[config.mk]
export PLATFORM = sky130hd
export DESIGN_NAME = program_rom_server_flat
export DESIGN_NICKNAME = d
export VERILOG_FILES = /design/src/rtl/program_rom_server_if.sv /design/src/rtl/program_rom_server.sv /design/src/flat_wrapper.sv
export SDC_FILE = /design/constraint.sdc
export NUM_CORES = 2
export LEC_CHECK = 0
export BUFFER_PORTS_ARGS = -buffer_cell sky130_fd_sc_hd__buf_2
export CORE_MARGIN = 2
export CORE_UTILIZATION = 33
export DETAILED_ROUTE_END_ITERATION = 6
export PLACE_DENSITY_LB_ADDON = 0.08
export SLEW_MARGIN = 20
export SYNTH_ARGS = -nofsm -noshare
export SYNTH_HDL_FRONTEND = slang
export SYNTH_SLANG_ARGS = --single-unit
export TNS_END_PERCENT = 100
[constraint.sdc]
create_clock -name clk -period 4.77 [get_ports clk]
set_input_delay 0.477 -clock clk [delete_from_list [all_inputs] [get_ports clk]]
set_output_delay 0.477 -clock clk [all_outputs]
set_load 0.03 [all_outputs]
[src/rtl/program_rom_server_if.sv]
`default_nettype none
// ============================================================================
// Module      : program_rom_server_if
// Description : Bundles the program load stream and the fetch port of the
//               program store. This interface carries the following signals:
//                 load_start / load_base / load_count : open a load session
//                 load_valid / load_data / load_ready : byte stream handshake
//                 load_done / load_sum / run_enable   : load status
//                 fetch_addr / fetch_data             : counter fetch port
//               The master modport is the host/counter side. The slave
//               modport is the store side.
// Revision    : 1.0 - initial release
// ============================================================================
interface program_rom_server_if #(
    parameter int ADDR_W = 8,
    parameter int DATA_W = 8
);
    logic              load_start;
    logic [ADDR_W-1:0] load_base;
    logic [ADDR_W-1:0] load_count;
    logic              load_valid;
    logic [DATA_W-1:0] load_data;
    logic              load_ready;
    logic              load_done;
    logic [DATA_W-1:0] load_sum;
    logic              run_enable;
    logic [ADDR_W-1:0] fetch_addr;
    logic [DATA_W-1:0] fetch_data;

    modport slave (
        input  load_start, load_base, load_count, load_valid, load_data,
               fetch_addr,
        output load_ready, load_done, load_sum, run_enable, fetch_data
    );

    modport master (
        output load_start, load_base, load_count, load_valid, load_data,
               fetch_addr,
        input  load_ready, load_done, load_sum, run_enable, fetch_data
    );
endinterface
`default_nettype wire

[src/rtl/program_rom_server.sv]
`default_nettype none
// ============================================================================
// Module      : program_rom_server
// Description : 2^ADDR_W x DATA_W program store. A host loads the store over
//               a valid/ready byte stream, and the program counter fetches
//               from it with one cycle of read latency.
//               Ports:
//                 clk   : system clock, rising edge
//                 rst_n : asynchronous active-low reset
//                 bus   : load stream, load status and fetch port (slave side)
// Revision    : 1.0 - initial release
// ============================================================================
module program_rom_server #(
    parameter int ADDR_W = 8,
    parameter int DATA_W = 8
) (
    input  wire logic                  clk,
    input  wire logic                  rst_n,
    program_rom_server_if.slave        bus
);
    localparam int DEPTH = 1 << ADDR_W;

    localparam logic [1:0] S_EMPTY = 2'd0;
    localparam logic [1:0] S_LOAD  = 2'd1;
    localparam logic [1:0] S_READY = 2'd2;

    // remaining is one bit wider than an address, so a count of 0 can hold
    // the full depth.
    localparam logic [ADDR_W:0]   c_REM_ONE  = {{ADDR_W{1'b0}}, 1'b1};
    localparam logic [ADDR_W:0]   c_REM_FULL = {1'b1, {ADDR_W{1'b0}}};
    localparam logic [ADDR_W-1:0] c_PTR_ONE  = {{(ADDR_W-1){1'b0}}, 1'b1};

    logic [1:0]        state_q, state_d;
    logic [ADDR_W-1:0] ptr_q;
    logic [ADDR_W:0]   remaining_q;
    logic [DATA_W-1:0] sum_q;
    logic              done_q;
    logic              run_q;
    logic [DATA_W-1:0] fetch_q;
    logic [DATA_W-1:0] mem_q [0:DEPTH-1];

    logic              w_xfer;
    logic              w_last;

    assign w_xfer = (state_q == S_LOAD) && bus.load_valid;
    assign w_last = w_xfer && (remaining_q == c_REM_ONE);

    // ---------------------------------------------------------------- state
    always_ff @(posedge clk or negedge rst_n) begin
        if (!rst_n) begin
            state_q <= S_EMPTY;
        end else begin
            state_q <= state_d;
        end
    end

    // A restart takes priority over completion of the current session.
    always_comb begin
        state_d = state_q;
        if (bus.load_start) begin
            state_d = S_LOAD;
        end else if (w_last) begin
            state_d = S_READY;
        end
    end

    always_comb begin
        bus.load_ready = (state_q == S_LOAD);
        bus.load_done  = done_q;
        bus.load_sum   = sum_q;
        bus.run_enable = run_q;
        bus.fetch_data = fetch_q;
    end

    // ---------------------------------------------------------- session data
    // A byte accepted in the same cycle as load_start is still written to
    // memory, at the old pointer. The restart then discards it from the
    // count and from the sum.
    always_ff @(posedge clk or negedge rst_n) begin
        if (!rst_n) begin
            ptr_q       <= '0;
            remaining_q <= '0;
            sum_q       <= '0;
            done_q      <= 1'b0;
            run_q       <= 1'b0;
        end else begin
            done_q <= 1'b0;
            if (bus.load_start) begin
                ptr_q       <= bus.load_base;
                remaining_q <= (bus.load_count == '0) ? c_REM_FULL
                                                      : {1'b0, bus.load_count};
                sum_q       <= '0;
                run_q       <= 1'b0;
            end else if (w_xfer) begin
                ptr_q       <= ptr_q + c_PTR_ONE;
                remaining_q <= remaining_q - c_REM_ONE;
                sum_q       <= sum_q + bus.load_data;
                if (w_last) begin
                    done_q <= 1'b1;
                    run_q  <= 1'b1;
                end
            end
        end
    end

    // ---------------------------------------------------------------- memory
    // The storage array has no reset, so a program survives a reset.
    always_ff @(posedge clk) begin
        if (w_xfer) begin
            mem_q[ptr_q] <= bus.load_data;
        end
    end

    // Outside READY the counter sees zeros, which decode as a harmless NOP.
    always_ff @(posedge clk or negedge rst_n) begin
        if (!rst_n) begin
            fetch_q <= '0;
        end else if (state_q == S_READY) begin
            fetch_q <= mem_q[bus.fetch_addr];
        end else begin
            fetch_q <= '0;
        end
    end
endmodule
`default_nettype wire

[src/flat_wrapper.sv]
// flat-port wrapper written by rule: the top's interface ports become plain ports
module program_rom_server_flat 
#(
    parameter int ADDR_W = 8,
    parameter int DATA_W = 8
)
  (clk, rst_n, bus_load_start, bus_load_base, bus_load_count, bus_load_valid, bus_load_data, bus_fetch_addr, bus_load_ready, bus_load_done, bus_load_sum, bus_run_enable, bus_fetch_data);
  program_rom_server_if #(.ADDR_W(ADDR_W), .DATA_W(DATA_W)) bus_i ();
  input  wire logic clk;
  input  wire logic rst_n;
  input wire logic [$bits(bus_i.load_start)-1:0] bus_load_start;
  input wire logic [$bits(bus_i.load_base)-1:0] bus_load_base;
  input wire logic [$bits(bus_i.load_count)-1:0] bus_load_count;
  input wire logic [$bits(bus_i.load_valid)-1:0] bus_load_valid;
  input wire logic [$bits(bus_i.load_data)-1:0] bus_load_data;
  input wire logic [$bits(bus_i.fetch_addr)-1:0] bus_fetch_addr;
  output wire logic [$bits(bus_i.load_ready)-1:0] bus_load_ready;
  output wire logic [$bits(bus_i.load_done)-1:0] bus_load_done;
  output wire logic [$bits(bus_i.load_sum)-1:0] bus_load_sum;
  output wire logic [$bits(bus_i.run_enable)-1:0] bus_run_enable;
  output wire logic [$bits(bus_i.fetch_data)-1:0] bus_fetch_data;
  assign bus_i.load_start = bus_load_start;
  assign bus_i.load_base = bus_load_base;
  assign bus_i.load_count = bus_load_count;
  assign bus_i.load_valid = bus_load_valid;
  assign bus_i.load_data = bus_load_data;
  assign bus_i.fetch_addr = bus_fetch_addr;
  assign bus_load_ready = bus_i.load_ready;
  assign bus_load_done = bus_i.load_done;
  assign bus_load_sum = bus_i.load_sum;
  assign bus_run_enable = bus_i.run_enable;
  assign bus_fetch_data = bus_i.fetch_data;
  program_rom_server #(.ADDR_W(ADDR_W), .DATA_W(DATA_W)) u_core (.clk(clk), .rst_n(rst_n), .bus(bus_i));
endmodule
==> impl_metrics.ini <==
[grt]
grt_antenna_before_repair = 18
grt_first_pass_wirelength_um = 330000
grtUsageTotal_pct = 19.0
grt_max_degree = 168
number_of_global_route_vias_before_repair = 40253
grt-ovfl-total = 0

[critical_path]
start_kind = flop
worst-endpoint-arrival_ns = 4.53
end_kind = flop
crit_required_ns = 5.23
r2r.worst_path.cells = 5
rr_startpoint = u_core.state_q[0]
timing.rr.end = u_core.mem_q[184][1]
crit_path_max_fanout = 12
worst-r2r-setup-slack_ns = 0.71
criticalPathCategory = flop to flop

[run]
maxCapViolations = 0

[cts]
clock_latency_ns = 0.87
ctsLongestPathBuffers = 3
clock_tree.root_cell = sky130_fd_sc_hd__clkbuf_16
cts_inserted_buffers = 228
cts.reportedPaths.clkPinSlew_ns = 0.06
cts_num_sinks = 2085
htreeDepth = 4
cts_tree = built
cts_resized = 0

[logic_synthesis]
ys_types = 41
ys_ff_latch = 2085
mappedNetlistArea_um2 = 80700
synth-seq-area-share_pct = 77.4
synth_warnings = 0
postSynthAreaPerCell_um2 = 21.4
netlist_instances = 3765
synth_fp_nets = 3815

[sta]
maxSlewViolCount = 0
totalNegativeSetupSlack_ns = 0
final_min_period_over_clock_period_pct = 85.2
layout_setup_ws_ns = 0.705
worst_slew_pin_slew_ns = 1.19
relSlewSlack_pct = 20.5
setup_viol = 0
rsz0062_at_grt = false
finalHoldViolations = 0
fmax_ghz = 0.246
fin_skew_ns = 0.0404
final.min_clock_period_ns = 4.06

[run_status]
status = finished clean

[floorplan]
area_of_the_die_um2 = 248000
die_height_um = 498
ioPinCount = 55
placementRows = 181
coreArea_um2 = 243000
fp.dieW_um = 498
initial_standard_cell_utilization_of_the_core_pct = 33.2

[drt]
drc_errors = 0
dr.first_iter.drc_count = 3790
vias = 38804
post_drt_wl_per_cell_um = 31.7
wl_um = 237000
detailedRoute.firstPassIterationCount = 5
drt.antenna.violating_nets = 0
post_drt_via_cell_ratio = 5.18

[final_layout]
drive_gt1_share_pct = 27.2
postLayoutCellArea_um2 = 93500
nNetsFinal = 4138
areaGrowthSynthToFinish_pct = 15.9

[placement]
place.port_buffers = 54
dpl_worst_slack_ns = 0.751
place.detailed.hpwl_um = 150000
placed_cell_area_um2 = 86200
weighted_congestion_at_the_end_of_routability_driven_global_placement = 0.778

[pwr]
irDropWorstVdd_mv = 0.297
leakage_uw = 0.0291
p_per_area_nw_per_um2 = 420

[hold_path]
timing.hold.worst_path_depth = 1
min-delay-path-class = input port to flop
whs_endpoint = u_core.mem_q[244][0]
worst_min_path_start = bus_load_data[0]
[worst max-delay path by stage]
stage / from / end / slack (ns) / cells after the start
after global placement: bus_fetch_addr[0] / u_core.bus.fetch_data[4] / 0.73 / 11
after CTS: u_core.state_q[0] / u_core.mem_q[153][0] / 0.72 / 5
after floorplan: u_core.state_q[0] / u_core.mem_q[223][0] / 2.00 / 6
after detailed placement: u_core.state_q[0] / u_core.mem_q[153][2] / 0.75 / 5
final: u_core.state_q[0] / u_core.mem_q[184][1] / 0.71 / 5
after global routing: u_core.state_q[0] / u_core.mem_q[153][0] / 0.53 / 5
[power breakdown]
group	total [uW]	switching (uW)	internal (uW)
Clock	17000	7340	9630
Combinational	2030	1320	710
Sequential	20200	47.9	20200
Total	39200	8710	30500
[placed cells by master, fill, tap and decap left out, types with 5 or more instances in the layout]
| cell type | instances |
|---|---|
| sky130_fd_sc_hd__dlygate4sd3_1 | 22 |
| sky130_fd_sc_hd__edfxtp_1 | 2048 |
| sky130_fd_sc_hd__nor4_1 | 5 |
| sky130_fd_sc_hd__diode_2 | 5 |
| sky130_fd_sc_hd__o21ai_0 | 36 |
| sky130_fd_sc_hd__nand3_2 | 16 |
| sky130_fd_sc_hd__clkinv_1 | 46 |
| sky130_fd_sc_hd__buf_2 | 42 |
| sky130_fd_sc_hd__nand3_1 | 40 |
| sky130_fd_sc_hd__xnor2_1 | 12 |
| sky130_fd_sc_hd__nor2b_1 | 11 |
| sky130_fd_sc_hd__dfrtp_1 | 37 |
| sky130_fd_sc_hd__nand2_1 | 65 |
| sky130_fd_sc_hd__a211oi_1 | 34 |
| sky130_fd_sc_hd__xor2_1 | 7 |
| sky130_fd_sc_hd__buf_12 | 30 |
| sky130_fd_sc_hd__bufinv_16 | 12 |
| sky130_fd_sc_hd__nand2b_1 | 10 |
| sky130_fd_sc_hd__a2111oi_0 | 8 |
| sky130_fd_sc_hd__nor2_1 | 344 |
| sky130_fd_sc_hd__mux4_2 | 536 |
| sky130_fd_sc_hd__o22ai_1 | 118 |
| sky130_fd_sc_hd__nor3_1 | 27 |
| sky130_fd_sc_hd__clkbuf_1 | 74 |
| sky130_fd_sc_hd__clkinv_2 | 38 |
| sky130_fd_sc_hd__a21oi_1 | 38 |
| sky130_fd_sc_hd__mux2_2 | 8 |
| sky130_fd_sc_hd__ha_1 | 13 |
| sky130_fd_sc_hd__inv_1 | 25 |
| sky130_fd_sc_hd__buf_8 | 10 |
| sky130_fd_sc_hd__clkbuf_16 | 232 |
| sky130_fd_sc_hd__o211ai_1 | 10 |
| sky130_fd_sc_hd__buf_4 | 205 |
| sky130_fd_sc_hd__mux2i_1 | 64 |
[cells in the mapped netlist, drive strengths merged]
library cell,n,share of area (%)
edfxtp,2048,76
mux4,536,15
nor2,345,1.6
buf,123,0.94
o22ai,118,0.92
clkbuf,95,0.44
nand2,65,0.30
mux2i,64,0.79
nand3,56,0.35
a21oi,38,0.24
dfrtp,37,1.1
o21ai,37,0.23
a211oi,34,0.32
nor3,27,0.17
inv,25,0.12
ha,13,0.20
xnor2,12,0.13
nor2b,11,0.085
nand2b,10,0.078
o211ai,10,0.093
a2111oi,9,0.098
mux2,8,0.11
xor2,7,0.076
nor4,6,0.047
nand4bb,4,0.056
or4b,4,0.050
nand4,3,0.023
nand4b,3,0.033
nor3b,3,0.028
or2,3,0.023
a21o,2,0.019
and2,2,0.016
o21bai,2,0.019
or4,2,0.019
a41o,1,0.012
fa,1,0.025
nor4bb,1,0.012
[through the flow]
step                std cells  hold WS [ns]  util (%)  power, uW
floorplan                3765         0.181         -      21600
global placement         7038         0.518      35.4      22700
detailed placement       7038         0.513      35.4      22700
CTS                      7480        0.0318      38.5      39700
global route             7481        0.0445      38.5      40400
finish                   7485        0.0492      38.5      39200
[critical path: stages, from the launching register on]
cell                      delay, ns
sky130_fd_sc_hd__dfrtp_1       0.51
sky130_fd_sc_hd__nor2b_1       0.28
sky130_fd_sc_hd__and2_1        0.67
sky130_fd_sc_hd__nand3_2       0.76
sky130_fd_sc_hd__buf_4         0.49
sky130_fd_sc_hd__nor2_1        0.91
[what timing repair did]
item	in CTS	in global routing
buffers inserted	0	0
endpoints found under the hold margin	102	0
hold buffers	22	0
[cell type report]
type	instances	area (um2)
Inverter	25	93.8
Clock inverter	110	958
Sequential cell	2085	62400
Timing Repair Buffer	311	2740
Clock buffer	310	6140
Antenna cell	5	12.5
Fill cell	22068	150000
Multi-Input combinational cell	1437	17200
Tap cell	3202	4010
[registers in the layout, summed over array words and instances, names as in the netlist]
signal                 count
u_core.ptr_q               8
u_core.state_q             2
u_core.bus.fetch_data      8
u_core.remaining_q         9
u_core.mem_q            2048
u_core.bus.run_enable      1
u_core.bus.load_sum        8
u_core.bus.load_done       1
[layer usage]
metal  vias up  share of wire (%)  global-route usage, %
met5         -                  0                      0
met4         0                1.9                   4.29
met3       265                5.3                   3.46
met2      1049                 47                   30.0
met1     21149                 45                   27.3
li1      16341                  -                      -
[cell families after synthesis]
kind of cell,after synthesis,share of synthesized area (%)
compound gates,251,1.94
xor+xnor,19,0.206
fa+ha+maj,14,0.226
buf+inv,243,1.49
flops,2085,77.4
mux,608,15.9
simple gates,545,2.89
Power figures use the tool's default switching activity.
